### config.mk
export PLATFORM = sky130hd
export DESIGN_NAME = can_frame_rx
export DESIGN_NICKNAME = d
export VERILOG_FILES = /design/src/rtl/can_frame_rx.sv
export SDC_FILE = /design/constraint.sdc
export NUM_CORES = 1
export LEC_CHECK = 0
export CAP_MARGIN = 20
export CORE_MARGIN = 2
export CORE_UTILIZATION = 55
export CTS_CLUSTER_SIZE = 30
export DETAILED_ROUTE_END_ITERATION = 6
export PLACE_DENSITY = 0.76
export SLEW_MARGIN = 40
export SYNTH_ARGS = -nofsm -noshare
export SYNTH_HDL_FRONTEND = slang
export SYNTH_SLANG_ARGS = --single-unit
### constraint.sdc
create_clock -name clk -period 8.4 [get_ports clk]
set_clock_uncertainty 0.15 [all_clocks]
set_input_delay 1.68 -clock clk [delete_from_list [all_inputs] [get_ports clk]]
set_output_delay 1.68 -clock clk [all_outputs]
set_load 0.03 [all_outputs]
### src/rtl/can_frame_rx.sv
// CAN 2.0A/2.0B frame receiver: destuffing, CRC-15, form and ACK checking.
// Define CAN_RX_ACK_DRIVE_EN to drive the ACK slot through tx_ack.
module can_frame_rx #(
  parameter int MAX_BYTES = 8,
  parameter int IDLE_BITS = 11
) (
  input  logic                   clk,
  input  logic                   rst_n,
  input  logic                   sample,
  input  logic                   can_data_bit,
  output logic                   frame_valid,
  output logic [28:0]            bit_id,
  output logic                   ide,
  output logic                   rtr,
  output logic [3:0]             nbytes,
  output logic [8*MAX_BYTES-1:0] can_data,
  output logic                   err_valid,
  output logic [3:0]             err_code,
  output logic                   tx_ack,
  output logic [3:0]             debug_state
);

  typedef enum logic [3:0] {
    S_INTEG, S_IDLE, S_ID_A, S_RTR_SRR, S_IDE, S_ID_B, S_RTR_EXT, S_R1R0,
    S_DLC, S_DATA, S_CRC, S_CRC_DEL, S_ACK, S_ACK_DEL, S_EOF, S_ERR
  } state_t;

  localparam int          IW       = $clog2(IDLE_BITS + 1);
  localparam logic [14:0] CRC_POLY = 15'h4599;
  localparam logic [3:0]  E_STUFF  = 4'b0001;
  localparam logic [3:0]  E_CRC    = 4'b0010;
  localparam logic [3:0]  E_FORM   = 4'b0100;
  localparam logic [3:0]  E_ACK    = 4'b1000;

  state_t                 state;
  logic [IW-1:0]          integ_cnt;
  logic [6:0]             bit_cnt;
  logic [2:0]             run_cnt;
  logic                   last_bit;
  logic [14:0]            crc;
  logic [14:0]            crc_rx;
  logic                   crc_ok;
  logic [28:0]            id_sh;
  logic                   ide_sh;
  logic                   rtr_sh;
  logic [3:0]             dlc_sh;
  logic [8*MAX_BYTES-1:0] data_sh;

  logic        stuff_zone, crc_zone, is_stuff, stuff_err;
  logic [14:0] crc_next;
  logic [3:0]  dlc_next, dlc_eff;
  logic [6:0]  data_last;
  logic [3:0]  err_now;

  assign stuff_zone = (state >= S_ID_A) && (state <= S_CRC);
  assign crc_zone   = (state >= S_ID_A) && (state <= S_DATA);
  assign is_stuff   = stuff_zone && (run_cnt == 3'd5);
  assign stuff_err  = is_stuff && (can_data_bit == last_bit);
  assign crc_next   = {crc[13:0], 1'b0} ^ ((can_data_bit ^ crc[14]) ? CRC_POLY : 15'h0);
  assign dlc_next   = {dlc_sh[2:0], can_data_bit};
  assign dlc_eff    = (dlc_sh > 4'd8) ? 4'd8 : dlc_sh;
  assign data_last  = {dlc_eff, 3'b000} - 7'd1;
  assign debug_state = state;

  // Only the highest-priority error is reported when several coincide.
  always_comb begin
    // NOTE: default first so no path leaves err_now unassigned (no latch).
    err_now = '0;
    if (sample) begin
      if (stuff_err) begin
        err_now = E_STUFF;
      end else begin
        case (state)
          S_CRC_DEL: if (!can_data_bit) err_now = E_FORM;
                     else if (!crc_ok)  err_now = E_CRC;
          S_ACK:     if (can_data_bit)  err_now = E_ACK;
          S_ACK_DEL: if (!can_data_bit) err_now = E_FORM;
          S_EOF:     if (!can_data_bit && bit_cnt != 7'd6) err_now = E_FORM;
          default:   err_now = '0;
        endcase
      end
    end
  end

  always_ff @(posedge clk or negedge rst_n) begin
    if (!rst_n) begin
      // NOTE: shadow registers are plain flops, so they get a reset like everything else.
      state       <= S_INTEG;
      integ_cnt   <= '0;
      bit_cnt     <= '0;
      run_cnt     <= '0;
      last_bit    <= 1'b1;
      crc         <= '0;
      crc_rx      <= '0;
      crc_ok      <= 1'b0;
      id_sh       <= '0;
      ide_sh      <= 1'b0;
      rtr_sh      <= 1'b0;
      dlc_sh      <= '0;
      data_sh     <= '0;
      frame_valid <= 1'b0;
      bit_id      <= '0;
      ide         <= 1'b0;
      rtr         <= 1'b0;
      nbytes      <= '0;
      can_data    <= '0;
      err_valid   <= 1'b0;
      err_code    <= '0;
    end else begin
      // NOTE: non-blocking throughout; later assignments in this block override defaults.
      frame_valid <= 1'b0;
      err_valid   <= 1'b0;
      if (sample) begin
        if (err_now != '0) begin
          err_valid <= 1'b1;
          err_code  <= err_now;
          state     <= S_ERR;
          bit_cnt   <= '0;
        end else if (is_stuff) begin
          run_cnt  <= 3'd1;
          last_bit <= can_data_bit;
        end else begin
          if (stuff_zone) begin
            run_cnt  <= (can_data_bit == last_bit) ? run_cnt + 3'd1 : 3'd1;
            last_bit <= can_data_bit;
          end
          if (crc_zone) crc <= crc_next;
          bit_cnt <= bit_cnt + 7'd1;
          case (state)
            S_INTEG: begin
              if (!can_data_bit) begin
                integ_cnt <= '0;
              end else if (integ_cnt == IW'(IDLE_BITS - 1)) begin
                integ_cnt <= '0;
                state     <= S_IDLE;
              end else begin
                integ_cnt <= integ_cnt + 1'b1;
              end
            end
            S_IDLE: if (!can_data_bit) begin
              // A dominant SOF fed into a zero CRC leaves it zero.
              state    <= S_ID_A;
              bit_cnt  <= '0;
              run_cnt  <= 3'd1;
              last_bit <= 1'b0;
              crc      <= '0;
              id_sh    <= '0;
              ide_sh   <= 1'b0;
              rtr_sh   <= 1'b0;
              dlc_sh   <= '0;
              data_sh  <= '0;
            end
            S_ID_A: begin
              id_sh <= {id_sh[27:0], can_data_bit};
              if (bit_cnt == 7'd10) begin state <= S_RTR_SRR; bit_cnt <= '0; end
            end
            S_RTR_SRR: begin rtr_sh <= can_data_bit; state <= S_IDE; end
            S_IDE: begin
              ide_sh  <= can_data_bit;
              bit_cnt <= '0;
              state   <= can_data_bit ? S_ID_B : S_R1R0;
            end
            S_ID_B: begin
              id_sh <= {id_sh[27:0], can_data_bit};
              if (bit_cnt == 7'd17) begin state <= S_RTR_EXT; bit_cnt <= '0; end
            end
            S_RTR_EXT: begin rtr_sh <= can_data_bit; bit_cnt <= '0; state <= S_R1R0; end
            S_R1R0: if (!ide_sh || bit_cnt == 7'd1) begin state <= S_DLC; bit_cnt <= '0; end
            S_DLC: begin
              dlc_sh <= dlc_next;
              if (bit_cnt == 7'd3) begin
                bit_cnt <= '0;
                state   <= (rtr_sh || dlc_next == 4'd0) ? S_CRC : S_DATA;
              end
            end
            S_DATA: begin
              // Bytes past MAX_BYTES only feed the CRC.
              for (int b = 0; b < MAX_BYTES; b++)
                if (bit_cnt[6:3] == b[3:0]) data_sh[8*b +: 8] <= {data_sh[8*b +: 7], can_data_bit};
              if (bit_cnt == data_last) begin state <= S_CRC; bit_cnt <= '0; end
            end
            S_CRC: begin
              crc_rx <= {crc_rx[13:0], can_data_bit};
              if (bit_cnt == 7'd14) begin
                crc_ok  <= ({crc_rx[13:0], can_data_bit} == crc);
                state   <= S_CRC_DEL;
                bit_cnt <= '0;
              end
            end
            S_CRC_DEL: state <= S_ACK;
            S_ACK:     state <= S_ACK_DEL;
            S_ACK_DEL: begin state <= S_EOF; bit_cnt <= '0; end
            S_EOF: if (bit_cnt == 7'd6) begin
              frame_valid <= 1'b1;
              bit_id      <= id_sh;
              ide         <= ide_sh;
              rtr         <= rtr_sh;
              nbytes      <= dlc_sh;
              can_data    <= data_sh;
              state       <= S_IDLE;
            end
            S_ERR: begin
              id_sh     <= '0;
              ide_sh    <= 1'b0;
              rtr_sh    <= 1'b0;
              dlc_sh    <= '0;
              data_sh   <= '0;
              integ_cnt <= IW'(can_data_bit);
              state     <= S_INTEG;
            end
            default: state <= S_INTEG;
          endcase
        end
      end
    end
  end

`ifdef CAN_RX_ACK_DRIVE_EN
  // Drive dominant for exactly the ACK bit after a clean CRC delimiter.
  always_ff @(posedge clk or negedge rst_n) begin
    if (!rst_n)      tx_ack <= 1'b1;
    else if (sample) tx_ack <= !(state == S_CRC_DEL && err_now == '0);
  end
`else
  assign tx_ack = 1'b1;
`endif

endmodule

=== After elaboration in Yosys (flattened, before gate mapping) ===
Cells that the tools add are included.

* $add $sub $neg: 4
* Multiply operators: 0
* Divide/modulo/power cells: 0
* Magnitude comparators: 4
* Equal/unequal tests: 54
* Shifts and indexed selects: 0
* Muxes and demuxes: 74
* Bitwise gates (word level): 4
* Reductions and logical operators: 43

{| class="wikitable"
|+ Operators with widths
! kind !! number
|-
| $pmux W64 S3 || 1
|-
| $pmux W29 S3 || 1
|-
| $mux W4 || 19
|-
| $mux W64 || 1
|-
| $mux W8 || 8
|-
| $pmux W4 S16 || 1
|-
| $mux W7 || 9
|-
| $mux W15 || 4
|-
| $pmux W7 S8 || 1
|-
| $reduce_and A6 Y1 || 8
|-
| $eq A4 B4 Y1 const B || 9
|-
| $eq A4 B3 Y1 const B || 8
|-
| $ne A3 B3 Y1 const B || 10
|-
| $reduce_and A5 Y1 || 6
|-
| $mux W29 || 1
|-
| $mux W3 || 8
|-
| $ne A2 B2 Y1 const B || 9
|-
| $eq A4 B2 Y1 const B || 4
|-
| $pmux W4 S4 || 1
|-
| $eq A15 B15 Y1 || 1
|-
| $reduce_bool A3 Y1 || 5
|-
| $xor A15 B15 Y15 || 1
|-
| $eq A7 B4 Y1 const B || 2
|-
| $logic_not A4 Y1 || 3
|-
| 35 further kinds || 62
|}

* Register bits after elaboration: 253
* Bits in latches: 0
* Memory bits (writable): 0
* ROM bits: 0
* Logic and storage cells: 211
* Memories kept: 0

=== Logic depth before layout (Yosys ltp) ===
Gate-level depths: netlist (run 1).

* Word-level depth: 9
* Mapped depth: 12

=== Worst setup path after synthesis (run 1) ===
Ideal clock, no wire load.

* Path kind: input port to flip-flop
* From: input sample
* To: register bit_id[0]
* Library setup time: 0.125 ns
* Arrival: 3.428 ns
* Setup slack: 4.697 ns
* Stages: 9
* Cell sequence: nand3_1 > a2111oi_1 > nor3_2 > and2_4 > buf_8 > nand4_4 > buf_8 > buf_12 > mux2_4

* Word-level cells in the longest chain between the ends: 4

{| class="wikitable"
|+ RTL lines
! item !! RTL line !! RTL
|-
| start, declared || 9 || <nowiki>input logic sample,</nowiki>
|-
| $mux W4 || 69 || <nowiki>if (sample) begin</nowiki>
|-
| $reduce_bool A4 Y1 || 114 || <nowiki>if (err_now != '0) begin</nowiki>
|-
| $not A1 Y1 (no line) || - ||
|-
| $reduce_and A5 Y1 (no line) (*) || - ||
|-
| end signal, assigned || 195 || <nowiki>bit_id <= id_sh;</nowiki>
|-
| end, declared || 12 || <nowiki>output logic [28:0] bit_id,</nowiki>
|}

Mark *: on every way between the ends. The rest lies on a longest branch, timed or not.
A chain may end at the register's enable or synchronous reset.

=== Worst setup path after layout (run 1) ===
* From: input can_data_bit
* To: register id_sh[27]

* Word-level cells in the longest chain between the ends: 9
* Elaborated cells between the ends (all ways): 15
* Classes of those cells: eq/ne: 2; mux: 7; bitwise: 1; reduce/logical: 5

{| class="wikitable"
|+ RTL lines
! item !! RTL line !! RTL
|-
| start, declared || 10 || <nowiki>input logic can_data_bit,</nowiki>
|-
| $logic_not A1 Y1 || - ||
|-
| $logic_and A1 B1 Y1 || 78 || <nowiki>S_EOF: if (!can_data_bit && bit_cnt != 7'd6) err_now = E_FORM;</nowiki>
|-
| $mux W3 || 78 ||
|-
| $pmux W4 S4 || 73 || <nowiki>case (state)</nowiki>
|-
| $mux W4 || 70 || <nowiki>if (stuff_err) begin</nowiki>
|-
| $mux W4 || 69 ||
|-
| $reduce_bool A4 Y1 || 114 ||
|-
| $not A1 Y1 (no line) || - ||
|-
| $reduce_and A5 Y1 (no line) (*) || - ||
|-
| end signal, assigned || 154 || <nowiki>id_sh <= {id_sh[27:0], can_data_bit};</nowiki>
|-
| end signal, assigned || 164 || <nowiki>id_sh <= {id_sh[27:0], can_data_bit};</nowiki>
|-
| end, declared || 43 || <nowiki>logic [28:0] id_sh;</nowiki>
|}

Marks and branches as above.

==> results of run 1 <==
-- cell type report --
| class | count | area, sq um | share of cell area [%] |
|---|---|---|---|
| Tap cell | 275 | 344 | 2.47 |
| Clock buffer | 36 | 759 | 5.45 |
| Inverter | 59 | 221 | 1.59 |
| Clock inverter | 12 | 116 | 0.834 |
| Timing Repair Buffer | 129 | 1310 | 9.42 |
| Sequential cell | 253 | 6330 | 45.4 |
| Multi-Input combinational cell | 614 | 4860 | 34.8 |
-- cells by family (layout without fill, tap and decap cells) --
family / after synthesis / after routing / share of synthesized area, %
AND/OR/NAND/NOR: 249 / 249 / 10.2
other: 1 / 1 / 0.0316
adder cells (fa/ha/maj): 8 / 8 / 0.844
XOR/XNOR: 31 / 31 / 2.29
buffers and inverters: 123 / 236 / 5.78
flip-flops: 253 / 253 / 53.4
multiplexers: 171 / 171 / 19.0
AO/OA/AOI/OAI: 154 / 154 / 8.49
-- registers in the layout (all words and copies together), names as in the netlist, 4 cells and up --
name / count
bit_cnt: 7
bit_id: 29
can_data: 64
crc: 15
crc_rx: 14
data_sh: 64
debug_state: 4
dlc_sh: 4
err_code: 4
id_sh: 29
integ_cnt: 4
nbytes: 4
-- cells in the mapped netlist, types with 12 or more instances --
cell      instances
mux2_4           99
mux2_2           38
a21oi_1          17
mux2i_1          34
clkbuf_1         29
inv_1            59
nor2_1           57
o21ai_0          66
dfrtp_1         252
buf_2            12
xnor2_1          26
o31ai_1          23
nand2_1          79
nand3_1          42
-- routing by layer --
layer	global-route usage (%)	up-vias	wire length, microns
met2	32.7	177	10900
li1	-	3632	-
met4	4.86	0	396
met1	31.4	3813	11000
met5	0	-	0
met3	2.50	35	1090
-- final timing paths --
kind / slack, ns / endpoint / startpoint / cells past startpoint
max: 3.97 / id_sh[27]$_DFFE_PN0P_ / can_data_bit / 9
min: 0.35 / err_code[0]$_DFFE_PN0P_ / err_code[0]$_DFFE_PN0P_ / 1
max reg2reg: 4.90 / can_data[14]$_DFFE_PN0P_ / debug_state[2]$_DFFE_PN0P_ / 7
min reg2reg: 0.35 / err_code[0]$_DFFE_PN0P_ / err_code[0]$_DFFE_PN0P_ / 1
max in group asynchronous: 5.83 / data_sh[29]$_DFFE_PN0P_ / rst_n / 3
min in group asynchronous: 1.03 / bit_id[4]$_DFFE_PN0P_ / rst_n / 1
-- metrics by stage --
step / area (sq um) / utilization [%] / worst slack (ns) / cells / hold slack (ns)
after floorplan: 11900 / - / 4.70 / 990 / 0.325
final: 13900 / 66.1 / 3.97 / 1378 / 0.349
after global routing: 13900 / 66.1 / 3.73 / 1378 / 0.357
after detailed placement: 13000 / 61.8 / 3.21 / 1328 / 0.317
after global placement: 13000 / 61.6 / 3.35 / 1325 / 0.328
after CTS: 13900 / 65.9 / 3.73 / 1376 / 0.347
-- power groups by stage --
stage	combinational (mW)	sequential [mW]	clock [mW]
floorplan	0.796	1.69	0
global placement	1.05	1.72	0
detailed placement	1.09	1.73	0
CTS	1.10	1.71	1.18
global route	1.21	1.75	1.23
finish	1.10	1.71	1.15
==> impl_metrics.env, run 1 <==
export IMPL_syn_area_sq_mm=0.0119
export IMPL_p_seq_share_pct=43.2
export IMPL_grt_pass1_wl_mm=38.4
export IMPL_cap_violations=0
export IMPL_slowest_delay_ns=0.52
export IMPL_required_ns=8.61
export IMPL_dieArea_sq_mm=0.0228
export IMPL_power_switching_mw=1.34
export IMPL_pwr_share_comb_pct=27.7
export IMPL_timing_final_crit_period_ns=4.43
export IMPL_path_cells="clkdlybuf4s50_1 -> buf_4 -> xor2_1 -> a2111oi_1 -> nor3_2 -> and4_1 -> buf_4 -> o21a_2 -> o21ai_0"
export IMPL_ctsLongestPathBuffers=3
export IMPL_cp_common_cell="buf_4"
export IMPL_ios=114
export IMPL_ant_nets=0
export IMPL_slew_headroom_pct=45.2
export IMPL_gr_usage_all_layers_pct=20.8
export IMPL_finalHoldViolations=0
export IMPL_synthTopCellsByArea="dfrtp_1 53%, mux2_4 13%, mux2_2 3.6%"
export IMPL_layout_nets=1095
export IMPL_cts_inserted_buffers=26
export IMPL_post_cts_buffers=0
export IMPL_clk_latency_ns=0.52
export IMPL_start_util_pct=56.3
export IMPL_ys_warn_count=0
export IMPL_postSynthCellCount=990
export IMPL_synth_edf_count=0
export IMPL_cts_sinks=253
export IMPL_irDropWorstVdd_mv=0.191
export IMPL_p_leak_nw=6.71
export IMPL_clock_power_share_pct=29.1
export IMPL_tightest_slew_ns=0.822
export IMPL_route_vias_total=7657
export IMPL_final_cell_mix="252 x dfrtp_1, 111 x clkdlybuf4s50_1, 99 x mux2_4"
export IMPL_drv_slew=0
export IMPL_startpoint_type="input port"
export IMPL_hold_buffers=0
export IMPL_antenna_found_initial=0
export IMPL_rsz0062_at_grt="false"
export IMPL_dr_pass1_iters=7
export IMPL_fmax_mhz=226
export IMPL_avgViaCountPerCell=5.56
export IMPL_drt_iter0_markers=565
export IMPL_fillerInstances=1585
export IMPL_ys_seq_elements=253
export IMPL_dp_hpwl_mm=15.0
export IMPL_mostFrequentLayoutCell="dfrtp_1"
export IMPL_cts_max_level=1
export IMPL_powerDensity_mw_per_mm2=284
export IMPL_status="finished, final reports clean"
export IMPL_syn_avg_cell_area_sq_um=12.0
export IMPL_clkTransAtPathRegs_ns=0.06
export IMPL_swShare_pct=33.9
export IMPL_synth_nets=1002
export IMPL_grt_max_degree=159
export IMPL_setup_tns_ns=0
export IMPL_cts_resized=0
export IMPL_path_class="in -> reg"
export IMPL_synthFlopType="dfrtp_1"
export IMPL_yosys_area_top_type="dfrtp_1"
export IMPL_drive_gt1_share_pct=19.6
export IMPL_rows=53
export IMPL_crit_arrival_ns=4.65
export IMPL_ys_async_sr_fraction_pct=100
export IMPL_p_int_mw=2.61
export IMPL_syn_to_final_growth_pct=17.5
export IMPL_setup_viol=0
export IMPL_drcViolationCount=0
export IMPL_crit_path_top_delay_cell="o21a_2"
export IMPL_p_total_mw=3.96
export IMPL_post_route_period_util_pct=52.8
export IMPL_netlist_cell_type_count=69
export IMPL_drt_wl_total_mm=23.3
export IMPL_hp_class="reg -> reg"
export IMPL_worst_path_buf_inv=3
export IMPL_io_buffers=112
export IMPL_clockRootBuffer="clkbuf_16"
export IMPL_die_x_microns=151
export IMPL_antennaDiodeCount=0
export IMPL_critical_path_top_delay_family="buffers and inverters"
export IMPL_synth_top_area_share_pct=53.2
export IMPL_synth_seq_area_share_pct=53.4
export IMPL_cts_tree="yes"
export IMPL_die_y_microns=151
export IMPL_core_area_sq_mm=0.0211
export IMPL_endpoint_kind="flip-flop"
export IMPL_wl_per_cell_microns=16.9
export IMPL_grt_pass1_vias=7393
export IMPL_crit_fanout=40
export IMPL_gp_congestion=0.855
export IMPL_overflow=0
Note: power is estimated with default switching activity, not from simulation.
==> run 2: changes to the inputs <==
==> constraint.sdc (replaced) <==
create_clock -name clk -period 4.26 [get_ports clk]
set_clock_uncertainty 0.15 [all_clocks]
set_input_delay 0.852 -clock clk [delete_from_list [all_inputs] [get_ports clk]]
set_output_delay 0.852 -clock clk [all_outputs]
set_load 0.03 [all_outputs]
==> impl_metrics.env, run 2 (synthesis gave the netlist of run 1 again) <==
export IMPL_status="finished, final reports clean"
export IMPL_antennaDiodeCount=0
export IMPL_post_route_period_util_pct=79.6
export IMPL_layout_nets=1099
export IMPL_cts_max_level=1
export IMPL_powerDensity_mw_per_mm2=550
export IMPL_avgViaCountPerCell=5.49
export IMPL_crit_arrival_ns=3.65
export IMPL_syn_to_final_growth_pct=16.9
export IMPL_die_x_microns=151
export IMPL_cts_sinks=253
export IMPL_die_y_microns=151
export IMPL_grt_max_degree=111
export IMPL_grt_pass1_wl_mm=39.2
export IMPL_slew_headroom_pct=48.3
export IMPL_drcViolationCount=0
export IMPL_core_area_sq_mm=0.0211
export IMPL_io_buffers=112
export IMPL_setup_tns_ns=0
export IMPL_post_cts_buffers=0
export IMPL_required_ns=4.52
export IMPL_dp_hpwl_mm=15.7
export IMPL_tightest_slew_ns=0.775
export IMPL_drive_gt1_share_pct=19.3
export IMPL_drt_iter0_markers=397
export IMPL_mostFrequentLayoutCell="dfrtp_1"
export IMPL_clockRootBuffer="clkbuf_16"
export IMPL_dieArea_sq_mm=0.0228
export IMPL_cts_resized=0
export IMPL_fmax_mhz=295
export IMPL_path_class="reg -> reg"
export IMPL_wl_per_cell_microns=17.3
export IMPL_crit_fanout=26
export IMPL_antenna_found_initial=0
export IMPL_grt_pass1_vias=7521
export IMPL_gr_usage_all_layers_pct=21.4
export IMPL_fillerInstances=1628
export IMPL_cts_tree="yes"
export IMPL_route_vias_total=7568
export IMPL_path_cells="nor3_1 -> a2111oi_1 -> nor3_2 -> and4_1 -> o21ai_2 -> mux2_2"
export IMPL_top_regs="can_data x64, data_sh x64"
export IMPL_timing_final_crit_period_ns=3.39
export IMPL_drt_wl_total_mm=23.9
export IMPL_cap_violations=0
export IMPL_crit_path_top_delay_cell="and4_1"
export IMPL_overflow=0
export IMPL_ctsLongestPathBuffers=3
export IMPL_setup_viol=0
export IMPL_startpoint_type="flip-flop"
export IMPL_hp_class="in -> async"
export IMPL_ant_nets=0
export IMPL_drv_slew=0
export IMPL_final_cell_mix="252 x dfrtp_1, 111 x clkdlybuf4s50_1, 99 x mux2_4"
export IMPL_rsz0062_at_grt="false"
export IMPL_cts_inserted_buffers=25
export IMPL_finalHoldViolations=0
export IMPL_p_total_mw=7.62
export IMPL_endpoint_kind="flip-flop"
export IMPL_hold_buffers=0
export IMPL_irDropWorstVdd_mv=0.337
export IMPL_rows=53
export IMPL_p_leak_nw=6.68
export IMPL_ios=114
export IMPL_dr_pass1_iters=5
export IMPL_slowest_delay_ns=0.73
export IMPL_gp_congestion=0.880
export IMPL_clk_latency_ns=0.53
export IMPL_start_util_pct=56.3
export IMPL_clkTransAtPathRegs_ns=0.06
run 2: cell types whose count changed in the layout (fill, tap and decap cells not counted), moves of 2 or more:
cell / change
bufinv_16: -2
clkinv_2: -5
buf_12: +2
buf_6: -2
clkbuf_1: +3
buf_4: +7
clkbuf_16: -2
run 2: per-layer routing:
| metal | GRT usage (%) | part of all wire (%) | up-vias |
|---|---|---|---|
| met2 | 34.4 | 48 | 173 |
| met5 | 0 | 0 | - |
| li1 | - | - | 3619 |
| met3 | 3.16 | 4.4 | 32 |
| met4 | 4.53 | 1.5 | 0 |
| met1 | 31.3 | 46 | 3744 |
run 2: worst max-delay path: cells and delay by family (launching register included):
family	cells	cell delay, ns
AOI/OAI and AO/OA	2	0.47
DFF	1	0.66
muxes	1	0.35
and+or+nand+nor	3	1.65
run 2: path summary, 6_finish.rpt:
path | start | endpoint | slack [ns] | depth (start not counted)
worst max register to register | debug_state[2]$_DFFE_PN0P_ | data_sh[54]$_DFFE_PN0P_ | 0.87 | 6
worst min register to register | err_code[3]$_DFFE_PN0P_ | err_code[3]$_DFFE_PN0P_ | 0.33 | 1
worst max-delay path | debug_state[2]$_DFFE_PN0P_ | data_sh[54]$_DFFE_PN0P_ | 0.87 | 6
worst min-delay path | rst_n | can_data[43]$_DFFE_PN0P_ | 0.15 | 1
min in group clk | err_code[3]$_DFFE_PN0P_ | err_code[3]$_DFFE_PN0P_ | 0.33 | 1
max in group asynchronous | rst_n | can_data[10]$_DFFE_PN0P_ | 2.86 | 2
run 2: metrics by stage:
stage,util (%),area (sq um),hold slack (ns),std cells,worst slack (ns)
after floorplan,-,11900,0.325,990,1.38
after global placement,62.1,13100,0.338,1335,0.506
after detailed placement,62.1,13100,0.324,1335,0.413
after CTS,65.8,13900,0.151,1378,0.930
after global routing,65.8,13900,0.187,1378,0.690
final,65.8,13900,0.145,1378,0.868
run 2: final cells by class:
type	instances	area (sq um)	area share, %
multi-input combinational	614	4860	35.1
clock inverter	5	32.5	0.235
clock buffer	38	734	5.30
timing repair buffer	134	1340	9.67
sequential	253	6330	45.7
tap	275	344	2.48
inverter	59	221	1.60
run 2: power breakdown:
group	total, mW	internal, mW	switching [mW]
registers	3.34	2.87	0.473
clock network	2.07	1.18	0.884
logic	2.22	0.934	1.28
total	7.62	4.98	2.64
==> run 3: changes to the inputs <==
==> constraint.sdc (replaced) <==
create_clock -name clk -period 3.5 [get_ports clk]
set_clock_uncertainty 0.15 [all_clocks]
set_input_delay 0.7 -clock clk [delete_from_list [all_inputs] [get_ports clk]]
set_output_delay 0.7 -clock clk [all_outputs]
set_load 0.03 [all_outputs]
==> impl_metrics.env, run 3 (synthesis gave the netlist of run 1 again) <==
export IMPL_hold_buffers=0
export IMPL_r2r_end="nbytes[0]$_DFFE_PN0P_"
export IMPL_fmax_mhz=332
export IMPL_wl_per_cell_microns=17.5
export IMPL_post_cts_buffers=0
export IMPL_swShare_pct=34.4
export IMPL_path_class="reg -> reg"
export IMPL_dr_pass1_iters=5
export IMPL_avgViaCountPerCell=5.54
export IMPL_required_ns=3.75
export IMPL_cts_tree="yes"
export IMPL_grt_pass1_vias=7688
export IMPL_critical_path_top_delay_family="simple AND/OR/NAND/NOR gates"
export IMPL_dieArea_sq_mm=0.0228
export IMPL_route_vias_total=7719
export IMPL_gr_usage_all_layers_pct=21.7
export IMPL_top_regs="can_data x64, data_sh x64"
export IMPL_regToRegStartpoint="bit_cnt[5]$_DFFE_PN0P_"
export IMPL_io_buffers=112
export IMPL_clkTransAtPathRegs_ns=0.06
export IMPL_tightest_slew_ns=0.700
export IMPL_cts_inserted_buffers=26
export IMPL_ant_nets=0
export IMPL_status="finished, final reports clean"
export IMPL_clk_latency_ns=0.52
export IMPL_hp_class="in -> async"
export IMPL_worst_r2r_setup_slack_ns=0.49
export IMPL_ios=114
export IMPL_rows=53
export IMPL_mostFrequentLayoutCell="dfrtp_1"
export IMPL_startpoint_type="flip-flop"
export IMPL_worst_path_buf_inv=1
export IMPL_rsz0062_at_grt="false"
export IMPL_antennaDiodeCount=0
export IMPL_ctsLongestPathBuffers=3
export IMPL_post_route_period_util_pct=85.9
export IMPL_core_area_sq_mm=0.0211
export IMPL_start_util_pct=56.3
export IMPL_final_cell_mix="252 x dfrtp_1, 111 x clkdlybuf4s50_1, 99 x mux2_4"
export IMPL_grt_max_degree=92
export IMPL_placed_cells=1348
export IMPL_power_switching_mw=3.29
export IMPL_clock_power_share_pct=28.2
export IMPL_finalHoldViolations=0
export IMPL_p_int_mw=6.28
export IMPL_syn_to_final_growth_pct=18.7
export IMPL_p_seq_share_pct=41.8
export IMPL_endpoint_kind="flip-flop"
export IMPL_die_x_microns=151
export IMPL_crit_path_top_delay_cell="or4b_4"
export IMPL_cts_max_level=1
export IMPL_slowest_delay_ns=0.61
export IMPL_p_total_mw=9.57
export IMPL_clockRootBuffer="clkbuf_16"
export IMPL_grt_pass1_wl_mm=39.6
export IMPL_cts_resized=0
export IMPL_cts_sinks=253
export IMPL_path_cells="or4b_4 -> o21ai_1 -> a31o_2 -> and2_4 -> nand4_4 -> buf_12 -> mux2_4"
export IMPL_cap_violations=0
export IMPL_crit_fanout=49
export IMPL_gp_congestion=0.849
export IMPL_pwr_share_comb_pct=30.0
export IMPL_powerDensity_mw_per_mm2=680
export IMPL_slew_headroom_pct=53.3
export IMPL_overflow=0
export IMPL_r2r_cells=7
export IMPL_setup_viol=0
export IMPL_antenna_found_initial=0
export IMPL_timing_final_crit_period_ns=3.01
export IMPL_drt_wl_total_mm=24.4
export IMPL_dp_hpwl_mm=16.1
export IMPL_layout_nets=1113
export IMPL_setup_tns_ns=0
export IMPL_final_cell_count_no_fill=1394
export IMPL_crit_arrival_ns=3.26
export IMPL_fillerInstances=1578
export IMPL_die_y_microns=151
export IMPL_drv_slew=0
export IMPL_drcViolationCount=0
export IMPL_irDropWorstVdd_mv=0.472
export IMPL_drive_gt1_share_pct=20.6
export IMPL_drt_iter0_markers=553
export IMPL_p_leak_nw=6.79
[run 3: worst reg2reg max path: stages, from the launching register on]
cell and delay, ns:
dfrtp_1 0.53, or4b_4 0.62, o21ai_1 0.18, a31o_2 0.27, and2_4 0.19, nand4_4 0.23
buf_12 0.32, mux2_4 0.40
[run 3: how the worst max path moves through the flow]
stage / cells past startpoint / to / slack [ns] / from
5_1_grt: 8 / data_sh[34]$_DFFE_PN0P_ / 0.37 / debug_state[3]$_DFFE_PN0P_
3_3_place_gp: 9 / data_sh[34]$_DFFE_PN0P_ / 0.12 / can_data_bit
4_1_cts: 7 / bit_id[28]$_DFFE_PN0P_ / 0.53 / bit_cnt[5]$_DFFE_PN0P_
2_1_floorplan: 9 / bit_id[0]$_DFFE_PN0P_ / 0.75 / debug_state[2]$_DFFE_PN0P_
6_report: 7 / nbytes[0]$_DFFE_PN0P_ / 0.49 / bit_cnt[5]$_DFFE_PN0P_
3_5_place_dp: 9 / data_sh[34]$_DFFE_PN0P_ / 0.01 / can_data_bit
[run 3: per-stage QoR]
step | util (%) | worst slack (ns) | area [sq um] | hold slack (ns)
finish | 66.8 | 0.492 | 14100 | 0.0516
detailed placement | 62.8 | 0.0109 | 13200 | 0.317
global route | 66.8 | 0.367 | 14100 | 0.0925
floorplan | - | 0.750 | 11900 | 0.254
CTS | 66.8 | 0.533 | 14100 | 0.0680
global placement | 62.8 | 0.123 | 13200 | 0.321
[run 3: area by class of cell]
class / instances / area [sq um] / share of cell area, %
clock buffer: 36 / 759 / 5.39
multi-input combinational: 614 / 4860 / 34.5
sequential: 253 / 6330 / 45.0
tap: 275 / 344 / 2.44
timing repair buffer: 147 / 1490 / 10.6
inverter: 59 / 221 / 1.57
clock inverter: 10 / 77.6 / 0.551
[run 3: power groups by stage]
stage | clock, mW | sequential, mW | combinational [mW]
after floorplan | 0 | 4.07 | 1.91
after global placement | 0 | 4.01 | 2.78
after detailed placement | 0 | 4.05 | 2.85
after CTS | 2.76 | 4.00 | 2.87
after global routing | 2.86 | 4.08 | 3.18
final | 2.70 | 4.00 | 2.87
[run 3: routing by layer]
metal / part of all wire (%) / track usage, %
met1: 46 / 31.5
met2: 49 / 35.3
met3: 4.1 / 2.59
met4: 1.5 / 5.28
met5: 0 / 0
